### src/rtl/barret_inv_383.sv
// GF(383) modular inverse by Fermat exponentiation (a^381 mod 383).
// It uses left-to-right square-and-multiply around one multiplier and an 18-bit Barrett reducer.
module barret_inv_383 #(
  parameter int Q   = 383,
  parameter int K   = 9,
  parameter int MU  = 684,
  parameter int EXP = 381
) (
  input  logic         clk,
  input  logic         rst_n,
  input  logic         in_valid,
  output logic         in_ready,
  input  logic [K-1:0] din_a,
  output logic         out_valid,
  input  logic         out_ready,
  output logic [K-1:0] dout_r,
  output logic         dout_zero
);

  localparam int PW = 2 * K;
  localparam int QW = PW + 2;
  localparam int IW = $clog2(K);
  localparam logic [K-1:0]  QK   = K'(Q);
  localparam logic [PW-1:0] QP   = PW'(Q);
  localparam logic [QW-1:0] MUW  = QW'(MU);
  localparam logic [K-1:0]  EXPV = K'(EXP);

  typedef enum logic [1:0] {S_IDLE, S_SQR, S_MUL, S_DONE} state_t;

  // Barrett: the quotient estimate undershoots by at most 2, so two corrective subtractions suffice
  function automatic logic [K-1:0] red(input logic [PW-1:0] x);
    logic [QW-1:0] q1mu;
    logic [K:0]    t;
    logic [PW-1:0] tq;
    logic [PW-1:0] r;
    q1mu = QW'(x >> (K - 1)) * MUW;
    t    = q1mu[QW-1:K+1];
    tq   = PW'(t) * QP;
    r    = x - tq;
    if (r >= QP) r = r - QP;
    if (r >= QP) r = r - QP;
    return r[K-1:0];
  endfunction

  state_t          r_state;
  logic [K-1:0]    r_a;
  logic [K-1:0]    r_acc;
  logic [IW-1:0]   r_idx;
  logic            r_zflag;

  logic [K-1:0]    w_a_prep;
  logic [K-1:0]    w_mul_op;
  logic [PW-1:0]   w_prod;
  logic [K-1:0]    w_red;

  assign w_a_prep = (din_a >= QK) ? din_a - QK : din_a;
  assign w_mul_op = (r_state == S_MUL) ? r_a : r_acc;
  assign w_prod   = PW'(r_acc) * PW'(w_mul_op);
  assign w_red    = red(w_prod);
  assign in_ready = (r_state == S_IDLE);

  always_ff @(posedge clk) begin
    if (!rst_n) begin
      r_state   <= S_IDLE;
      r_a       <= '0;
      r_acc     <= K'(1);
      r_idx     <= IW'(K - 1);
      r_zflag   <= 1'b0;
      out_valid <= 1'b0;
      dout_r    <= '0;
      dout_zero <= 1'b0;
    end else begin
      case (r_state)
        S_IDLE: begin
          if (in_valid) begin
            r_a     <= w_a_prep;
            r_zflag <= (w_a_prep == '0);
            r_acc   <= K'(1);
            r_idx   <= IW'(K - 1);
            r_state <= S_SQR;
          end
        end
        S_SQR: begin
          r_acc <= w_red;
          if (EXPV[r_idx]) begin
            r_state <= S_MUL;
          end else if (r_idx == '0) begin
            r_state <= S_DONE;
          end else begin
            r_idx <= r_idx - 1'b1;
          end
        end
        S_MUL: begin
          r_acc <= w_red;
          if (r_idx == '0) begin
            r_state <= S_DONE;
          end else begin
            r_idx   <= r_idx - 1'b1;
            r_state <= S_SQR;
          end
        end
        S_DONE: begin
          // First DONE cycle publishes the result; it is then held until the consumer takes it
          if (!out_valid) begin
            out_valid <= 1'b1;
            dout_r    <= r_acc;
            dout_zero <= r_zflag;
          end else if (out_ready) begin
            out_valid <= 1'b0;
            r_state   <= S_IDLE;
          end
        end
        default: r_state <= S_IDLE;
      endcase
    end
  end

endmodule

### config.mk
export PLATFORM = sky130hd
export DESIGN_NAME = barret_inv_383
export DESIGN_NICKNAME = d
export VERILOG_FILES = /design/src/rtl/barret_inv_383.sv
export SDC_FILE = /design/constraint.sdc
export NUM_CORES = 1
export LEC_CHECK = 0
export CORE_AREA = 10 10 137 139
export CTS_BUF_LIST = sky130_fd_sc_hd__clkbuf_4 sky130_fd_sc_hd__clkbuf_8
export CTS_CLUSTER_SIZE = 28
export DETAILED_ROUTE_END_ITERATION = 8
export DIE_AREA = 0 0 147 149
export PLACE_DENSITY = 0.79
export SYNTH_ARGS = -nofsm -noshare
export SYNTH_HDL_FRONTEND = slang
export SYNTH_SLANG_ARGS = --single-unit
### constraint.sdc
create_clock -name clk -period 17.9 [get_ports clk]
set_input_delay 2.685 -clock clk [delete_from_list [all_inputs] [get_ports clk]]
set_output_delay 2.685 -clock clk [all_outputs]
set_load 0.005 [all_outputs]
==> results_dict.tcl <==
set metrics [dict create \
    worstSetupPathType "reg2reg" \
    htree_levels 2 \
    critical-path-slowest-cell "xor2_1" \
    synth_top_flop_cell "dfxtp_1" \
    die_h_um 149 \
    start_util_pct 60.6 \
    cts_tree "built" \
    outcome "completed" \
    pre_cts_slack_ps 1060 \
    viasPerCell 5.69 \
    whs_ps 453 \
    firstDrtPassIters 5 \
    drtIter0Drc 464 \
    die_area_um2 21900 \
    arrival_ps 16950 \
    synth_cells 1168 \
    critPathTopFamily "adder cells" \
    root_buffer "clkbuf_8" \
    hold_path.class "reg2reg" \
    post_cts_buffers 0 \
    grt_pass1_vias 8152 \
    insertion_delay_ps 290 \
    pin_count 25 \
    reg2reg_slack_ps 1140 \
    core-area_um2 16200 \
    portBuffers 24 \
    period_minus_slack_ps 16760 \
    grt.total_usage_pct 20.2 \
    gp_congestion 0.927 \
    synth_fp_nets 1438 \
    routedWlPerCell_um 15.6 \
    drv_slew 0 \
    clk_pin_slew_ps 80 \
    avgSynthCellArea_um2 8.39 \
    numCtsBuffers 5 \
    rows 47 \
    cp.depth 60 \
    ys_types 88 \
    setup_viol 0 \
    whs_path_depth 2 \
    clockBufferDepth 2 \
    ys_warn_count 0 \
    final_antenna_net_count 0 \
    synth_area_um2 9800 \
    finClkSkew_ps 10.8 \
    grt_first_pass_wirelength_mm 37.9 \
    timing.setup.tns_ps 0 \
    rsz0062_at_grt "no" \
    max_stage_delay_ps 630 \
    drive_above_1_share_pct 4.09 \
    r2r-end "r_acc[5]" \
    slew-limit-headroom_pct 42.1 \
    critPathMaxFanout 16 \
    path_common_cell "fa_1" \
    wl_mm 21.8 \
    grt_max_degree 29 \
    fmax_ghz 0.0597 \
    overflow 0 \
    rr_worst_depth 60 \
    hold_viol 0 \
    worst_pin_slew_ps 866 \
    vias 7934 \
    worstSetupEndpointType "flip-flop" \
    startpoint_type "flip-flop" \
    synth-edff-count 0 \
    ys_seq_area_share_pct 7.56 \
    path_buf_inv 11 \
    die_x_um 147 \
    reg2reg_from "r_state[0]" \
    worst_slack_ps 1140 \
    antenna_found_initial 0 \
    drc 0 \
    min_to "dout_r[2]" \
    cts_sinks 37 \
    areaGrowthSynthToFinish_pct 5.51 \
    final_common_cell "inv_1" \
    worstHoldStart "dout_r[2]" \
    final_nets 1444 \
    n_antenna_cell 0 \
    synth-seq-cells 37 \
    dp_hpwl_mm 18.6 \
    final.period_utilization_pct 93.6 \
    cp.required_ps 18090 \
    final_core_util_pct 63.9 \
    final_cell_mix "221 x inv_1, 142 x ha_1, 114 x fa_1" \
    maxCapViolCount 0 \
    synthArstFlopShare_pct 0 \
]
-- sequential cells by signal, summed over array words and instances, names as in the netlist, named ones only --
register,flops
r_a,9
r_zflag,1
r_state,2
dout_zero,1
r_acc,9
dout_r,9
out_valid,1
r_idx,4
-- synth_stat cells (8+ instances only) --
cell / instances / share of area [%]
xor2_1: 14 / 1.3
o21bai_1: 10 / 0.77
nand3_1: 22 / 1.1
xnor2_1: 50 / 4.5
nand2_1: 88 / 3.4
dfxtp_1: 37 / 7.6
o21a_1: 12 / 0.92
o21ai_0: 25 / 1.3
a31oi_1: 10 / 0.64
a21o_1: 14 / 1.1
mux2_2: 8 / 0.92
a211oi_1: 17 / 1.3
ha_1: 143 / 18
inv_1: 221 / 8.5
nor2_1: 54 / 2.1
nor4_1: 8 / 0.51
fa_1: 114 / 23
o31ai_1: 8 / 0.61
a21oi_1: 63 / 3.2
clkbuf_1: 19 / 0.73
nor2b_1: 26 / 1.7
nand2b_1: 14 / 0.89
mux2i_1: 11 / 1.1
nand4_1: 12 / 0.77
and2_1: 34 / 2.2
nor3_1: 17 / 0.87
and3_1: 10 / 0.64
-- layer usage --
layer	up-vias	share of wire, %	track usage [%]
met1	3846	45	25.7
li1	3916	-	-
met3	20	3.3	1.79
met4	0	1.0	3.37
met5	-	0	0
met2	152	51	36.8
-- worst reg2reg max path: cells and delay by family, from the launching register on --
family | cells | cell delay [ps]
adder cells (fa/ha/maj) | 17 | 7890
AO/OA/AOI/OAI | 16 | 3300
AND/OR/NAND/NOR | 11 | 2090
XOR/XNOR | 3 | 1330
buffers and inverters | 11 | 950
multiplexers | 2 | 770
flip-flops | 1 | 350
-- layout make-up --
class | instances | area, um2
Multi-Input combinational cell | 880 | 8100
Fill cell | 1370 | 5840
Inverter | 224 | 841
Sequential cell | 37 | 741
Tap cell | 220 | 275
Timing Repair Buffer | 26 | 255
Clock buffer | 6 | 82.6
Clock inverter | 2 | 37.5
-- worst max-delay path by stage --
stage | from | endpoint | slack (ps)
after floorplan | r_state[0] | r_acc[5] | 2600
after global placement | r_state[0] | r_acc[5] | 1630
after detailed placement | r_state[0] | r_acc[5] | 1060
after CTS | r_state[0] | r_acc[5] | 960
after global routing | r_state[0] | r_acc[5] | 60
final | r_state[0] | r_acc[5] | 1140
-- repair_timing --
item                       in CTS  in global routing
gates resized for setup         0                  1
setup endpoints to repair       0                  7
hold buffers                    0                  0
hold endpoints to repair        0                  0
-- through the flow --
step           area, um2  instances
2_1_floorplan       9800       1168
3_3_place_gp       10200       1387
3_5_place_dp       10200       1387
4_1_cts            10300       1395
5_1_grt            10300       1395
6_report           10300       1395
-- kinds of logic after synthesis --
| logic type | synth area share (%) |
|---|---|
| adder cells (fa/ha/maj) | 41.8 |
| flip-flops | 7.56 |
| AO/OA/AOI/OAI | 15.3 |
| AND/OR/NAND/NOR | 17.1 |
| multiplexers | 2.04 |
| buffers and inverters | 9.75 |
| XOR/XNOR | 6.50 |
Power is left out: the tool's default activity adds up to more than one toggle a clock period on the data nets, which glitch-free logic cannot reach.
